## src/rtl/pong_defs.sv

```systemverilog
// pong_defs: state, ball-status and winner codes shared by the Pong ball datapath and game sequencer.
`default_nettype none

package pong_defs;

  typedef enum logic [1:0] {
    START = 2'b00,
    SERVE = 2'b01,
    PLAY  = 2'b10,
    DONE  = 2'b11
  } gameState_t;

  typedef enum logic [1:0] {
    PLAYING    = 2'b00,
    PLAYER1WIN = 2'b01,
    PLAYER2WIN = 2'b10
  } ballStatus_t;

  localparam logic [1:0] c_WIN_NONE = 2'b00;
  localparam logic [1:0] c_WIN_P1   = 2'b01;
  localparam logic [1:0] c_WIN_P2   = 2'b10;

  function automatic int cntWidth(input int n);
    return (n > 1) ? $clog2(n) : 1;
  endfunction

endpackage

`default_nettype wire

```

## src/rtl/pong_btn_edge.sv

```systemverilog
// pong_btn_edge: registers a debounced button through two flops and emits a one-cycle rising-edge pulse.
// Rev 1.0
`default_nettype none

module pong_btn_edge (
  input  logic clk,
  input  logic rst,
  input  logic btn,
  output logic pulse
);

  logic r_sync;
  logic r_prev;

  always_ff @(posedge clk or negedge rst) begin
    if (!rst) begin
      r_sync <= 1'b0;
      r_prev <= 1'b0;
    end else begin
      r_sync <= btn;
      r_prev <= r_sync;
    end
  end

  assign pulse = r_sync & ~r_prev;

endmodule

`default_nettype wire

```

## src/rtl/pong_game_ctrl.sv

```systemverilog
// pong_game_ctrl: Pong game sequencer (state, serve direction, scores, winner, collision-clear strobe).
// Optional PONG_AUTO_SERVE_EN adds a SERVE timeout that launches the ball without a button. Rev 1.0
`default_nettype none

module pong_game_ctrl
  import pong_defs::*;
#(
  parameter int                 SCORE_W     = 4,
  parameter logic [SCORE_W-1:0] WIN_SCORE   = SCORE_W'(7),
  parameter int                 CLR_PERIOD  = 524288,
  parameter int                 SERVE_DELAY = 25000000
) (
  input  logic               clk,
  input  logic               rst,
  input  logic               btn_start,
  input  logic               btn_serve,
  input  logic [1:0]         ball_status,
  output logic [1:0]         state,
  output logic               serve,
  output logic [SCORE_W-1:0] score1,
  output logic [SCORE_W-1:0] score2,
  output logic [1:0]         winner,
  output logic               collision_clr
);

  localparam int                 c_CLR_W    = cntWidth(CLR_PERIOD);
  localparam logic [c_CLR_W-1:0] c_CLR_LAST = c_CLR_W'(CLR_PERIOD - 1);

  gameState_t         r_state;
  logic               r_serve;
  logic [SCORE_W-1:0] r_score1;
  logic [SCORE_W-1:0] r_score2;
  logic [1:0]         r_winner;
  logic               r_clr;
  logic [c_CLR_W-1:0] r_clrCnt;

  logic               w_startEdge;
  logic               w_serveEdge;
  logic               w_autoServe;
  logic [c_CLR_W-1:0] w_clrNext;
  logic [SCORE_W-1:0] w_score1Inc;
  logic [SCORE_W-1:0] w_score2Inc;

  pong_btn_edge u_startEdge (.clk(clk), .rst(rst), .btn(btn_start), .pulse(w_startEdge));
  pong_btn_edge u_serveEdge (.clk(clk), .rst(rst), .btn(btn_serve), .pulse(w_serveEdge));

  assign w_clrNext   = (r_clrCnt == c_CLR_LAST) ? '0 : r_clrCnt + 1'b1;
  assign w_score1Inc = r_score1 + 1'b1;
  assign w_score2Inc = r_score2 + 1'b1;

`ifdef PONG_AUTO_SERVE_EN
  localparam int c_SRV_W = cntWidth(SERVE_DELAY);

  logic [c_SRV_W-1:0] r_srvTmr;

  // Any cycle outside SERVE clears the timer, so every SERVE entry starts from zero.
  always_ff @(posedge clk or negedge rst) begin
    if (!rst) begin
      r_srvTmr <= '0;
    end else if (r_state == SERVE) begin
      r_srvTmr <= r_srvTmr + 1'b1;
    end else begin
      r_srvTmr <= '0;
    end
  end

  assign w_autoServe = (r_srvTmr == c_SRV_W'(SERVE_DELAY - 1));
`else
  assign w_autoServe = 1'b0;
`endif

  always_ff @(posedge clk or negedge rst) begin
    if (!rst) begin
      r_state  <= START;
      r_serve  <= 1'b0;
      r_score1 <= '0;
      r_score2 <= '0;
      r_winner <= c_WIN_NONE;
      r_clr    <= 1'b0;
      r_clrCnt <= '0;
    end else begin
      r_clr <= 1'b0;
      case (r_state)
        START: begin
          if (w_startEdge) r_state <= SERVE;
        end
        SERVE: begin
          if (w_serveEdge || w_autoServe) begin
            r_state <= PLAY;
            r_clr   <= (c_CLR_LAST == '0);
          end
        end
        PLAY: begin
          // A point ends the rally on the same edge, so status is counted only once.
          if (ball_status == PLAYER1WIN) begin
            r_score1 <= w_score1Inc;
            r_serve  <= 1'b0;
            r_clrCnt <= '0;
            if (w_score1Inc == WIN_SCORE) begin
              r_state  <= DONE;
              r_winner <= c_WIN_P1;
            end else begin
              r_state  <= SERVE;
            end
          end else if (ball_status == PLAYER2WIN) begin
            r_score2 <= w_score2Inc;
            r_serve  <= 1'b1;
            r_clrCnt <= '0;
            if (w_score2Inc == WIN_SCORE) begin
              r_state  <= DONE;
              r_winner <= c_WIN_P2;
            end else begin
              r_state  <= SERVE;
            end
          end else begin
            r_clrCnt <= w_clrNext;
            r_clr    <= (w_clrNext == c_CLR_LAST);
          end
        end
        DONE: begin
          if (w_startEdge) begin
            r_state  <= START;
            r_score1 <= '0;
            r_score2 <= '0;
            r_winner <= c_WIN_NONE;
            r_serve  <= 1'b0;
          end
        end
      endcase
    end
  end

  assign state         = r_state;
  assign serve         = r_serve;
  assign score1        = r_score1;
  assign score2        = r_score2;
  assign winner        = r_winner;
  assign collision_clr = r_clr;

endmodule

`default_nettype wire

```

## config.mk

```make
export PLATFORM = sky130hd
export DESIGN_NAME = pong_game_ctrl
export DESIGN_NICKNAME = d
export VERILOG_FILES = /design/src/rtl/pong_defs.sv /design/src/rtl/pong_btn_edge.sv /design/src/rtl/pong_game_ctrl.sv
export SDC_FILE = /design/constraint.sdc
export NUM_CORES = 1
export LEC_CHECK = 0
export ABC_AREA = 0
export CORE_MARGIN = 3
export CORE_UTILIZATION = 52
export CTS_CLUSTER_DIAMETER = 40
export DETAILED_ROUTE_END_ITERATION = 16
export PLACE_DENSITY_LB_ADDON = 0.12
export RECOVER_POWER = 25
export SYNTH_ARGS = -nofsm -noshare
export SYNTH_HDL_FRONTEND = slang
export SYNTH_SLANG_ARGS = --single-unit
```

## constraint.sdc

```tcl
create_clock -name clk -period 1.9 [get_ports clk]
set_input_delay 0.285 -clock clk [delete_from_list [all_inputs] [get_ports clk]]
set_output_delay 0.285 -clock clk [all_outputs]
set_load 0.005 [all_outputs]
```

==> summary.txt <==
Num ports - 20
Syn Nets - 267
Placed cells - 340
Gpl congestion - 0.8963
# setup viols final - 0
Clock slew at reported path FFs - 0.08 ns
CTS tree - done
Post-Layout Inst Area - 2957 sq um
Largest net degree at the start of global routing - 38
Main synth FF type - dfrtp_1
Critical Path Fanout Max - 4
RSZ-0062 raised after global routing - true
Root buffer cell - clkbuf_8
Status - finished clean
CTS sink count - 37
Pre-CTS setup slack - -0.4560 ns
DR vias/cell - 6.093
Post-DP Area - 2666 sq um
Least-Margin Pin Slew - 0.9220 ns
Via count - 2163
Power Dens Cells - 1052 nW/um^2
Die height - 71.59 um
Initial Util - 0.5475
Final Cycle Share - 0.9890
Mean routed wirelength per cell - 16.28 um
DR pass1 iterations - 4
Core area - 4086 sq um
Number of diodes - 0
Final Skew - 0.01353 ns
Post-synthesis async set-or-reset flop share - 1.000
CP endpoint - collision_clr
Worst setup EP type - flip-flop
F_max - 0.5322 GHz
Leakage - 0.001224 uW
Nets - 317
Initial antenna violation count - 0
R2r endpoint - collision_clr
Count of unique library cells instantiated by Yosys - 48
R2R cell count - 6
Fill count - 318
Clock Tree Buf Depth - 2
Area delta synth->final - 32.16%
Sequential fraction of the synthesis area - 0.4139
First-pass GRT wire length - 9204 um
CTS buffer count - 5
Synthesis Warnings - 0
Worst min path class - primary input to async pin
Synthesized area - 2237 sq um
DP HPWL - 3599 um
Max-slew headroom - 0.3853
Final Hold Fails - 0
Die width - 71.59 um
Worst skew pair latency - 0.29 ns
Synth Register Bits - 37
Minimum clock period - 1.879 ns
Final Max Tran Viols - 0
# DRC - 0
Sequential cell area - 933.4 sq um
GRT Total Usage - 0.2264
Iter 0 DRT Violations - 155
Total gr overflow - 0
Most common cell after layout, fill and taps aside - dfrtp_1
Vias in the first global route - 1973
Data arrival, critical path - 2.12 ns
CP startpoint kind - flip-flop
Hold_buf cts - 0
R2R Setup Slk - 0.02 ns
Worst r2r src - r_clrCnt[2]
H-tree depth - 2
Max Cap Viol - 0
EDFF count, synth - 0
Data required, critical path - 2.14 ns
Worst vdd ir - 0.6313 mV
Post-Route WL - 5779 um
Share of layout cells above drive strength 1 - 0.2393
CP Class - flip-flop to flip-flop
Non-filler instance count after layout - 355
Area taken by multi-input logic gates - 1281 sq um
Final antenna-violating net count - 0
Most frequent cells in the layout - dfrtp_1, buf_4, nand2_1
CP Launch Point - r_clrCnt[2]
Die ar. - 5125 sq um
Synth Area per Inst - 8.808 sq um
Final worst setup slack - 0.02092 ns
PortBufs - 19
Row Count - 23
Syn Inst Count - 254
-- stage by stage --
| stage | setup TNS, ns | total power [uW] | utilization | hold WS (ns) |
|---|---|---|---|---|
| after floorplan | -0.04618 | 1783 | - | -0.01059 |
| after global placement | -6.278 | 2250 | 0.6525 | 0.3584 |
| after detailed placement | -6.943 | 2276 | 0.6525 | 0.3628 |
| after CTS | -0.1074 | 2999 | 0.6852 | 0.04497 |
| after global routing | -0.1388 | 3309 | 0.7235 | 0.2646 |
| final | 0 | 3109 | 0.7235 | 0.1957 |
-- power by group --
| group | total [uW] | leakage, uW | internal (uW) | switching (uW) |
|---|---|---|---|---|
| registers | 1150 | 0.000466 | 947 | 199 |
| logic | 1270 | 0.000703 | 666 | 605 |
| clock network | 692 | 0.0000554 | 394 | 298 |
-- cell type report --
cell class / count / area share
Multi-Input combinational cell: 192 / 0.4333
Clock buffer: 6 / 0.02455
Sequential cell: 37 / 0.3157
Tap cell: 50 / 0.02116
Timing Repair Buffer: 57 / 0.1782
Clock inverter: 2 / 0.01312
Inverter: 11 / 0.01397
-- cell usage after synthesis, types with 7 or more instances --
cell type	n	area [sq um]
nand2_1	29	108.9
a21oi_1	21	105.1
nand3_1	8	40.04
dfrtp_1	37	925.9
nor3_1	7	35.03
inv_1	11	41.29
nand2b_1	9	56.30
a31oi_1	12	75.07
nand4_1	7	43.79
nor2_1	13	48.80
o21ai_0	14	70.07
ha_1	7	87.58
-- cells by family (layout without fill, tap and decap cells) --
| group | Yosys count | after routing | synth area share |
|---|---|---|---|
| and+or+nand+nor | 100 | 100 | 0.2383 |
| AOI/OAI and AO/OA | 75 | 75 | 0.2159 |
| DFF | 37 | 37 | 0.4139 |
| buffers and inverters | 25 | 76 | 0.05201 |
| xor gates and xnor gates | 8 | 8 | 0.03132 |
| adders and majority gates | 7 | 7 | 0.03915 |
| muxes | 2 | 2 | 0.009508 |
-- flip-flops by register name (all words and copies together), names as in the netlist --
register and flops:
score2 4, state 2, collision_clr 1, r_clrCnt 19, serve 1, u_startEdge.r_prev 1, score1 4, u_serveEdge.r_prev 1
u_serveEdge.r_sync 1, winner 2, u_startEdge.r_sync 1
-- critical path: stages (launching register included) --
cell and delay, ns:
dfrtp_2 0.45, buf_4 0.17, and3_1 0.21, nor4_1 0.32
o31ai_1 0.15, a2111oi_2 0.30, o221a_1 0.21
-- metal layers --
layer / up-vias / share of wire / wire length [um] / track usage
li1: 1029 / - / - / -
met1: 1057 / 0.46 / 2647 / 0.3129
met2: 69 / 0.48 / 2774 / 0.3561
met3: 8 / 0.053 / 304 / 0.04909
met4: 0 / 0.0090 / 52 / 0.07098
met5: - / 0 / 0 / 0
-- worst min path at each step --
stage / endpoint / slack (ns) / cells past startpoint
6_report: score2[0] / 0.20 / 2
5_1_grt: r_clrCnt[18] / 0.26 / 2
4_1_cts: score2[0] / 0.04 / 2
3_5_place_dp: score1[0] / 0.36 / 2
3_3_place_gp: score1[0] / 0.36 / 2
2_1_floorplan: collision_clr / -0.01 / 0
-- repair_timing --
item	in CTS	in global routing
setup endpoints to repair	18	9
gates cloned	0	3
setup buffers	1	3
pin swaps	3	10
gates resized for setup	8	22
Note: power is estimated with default switching activity, not from simulation.
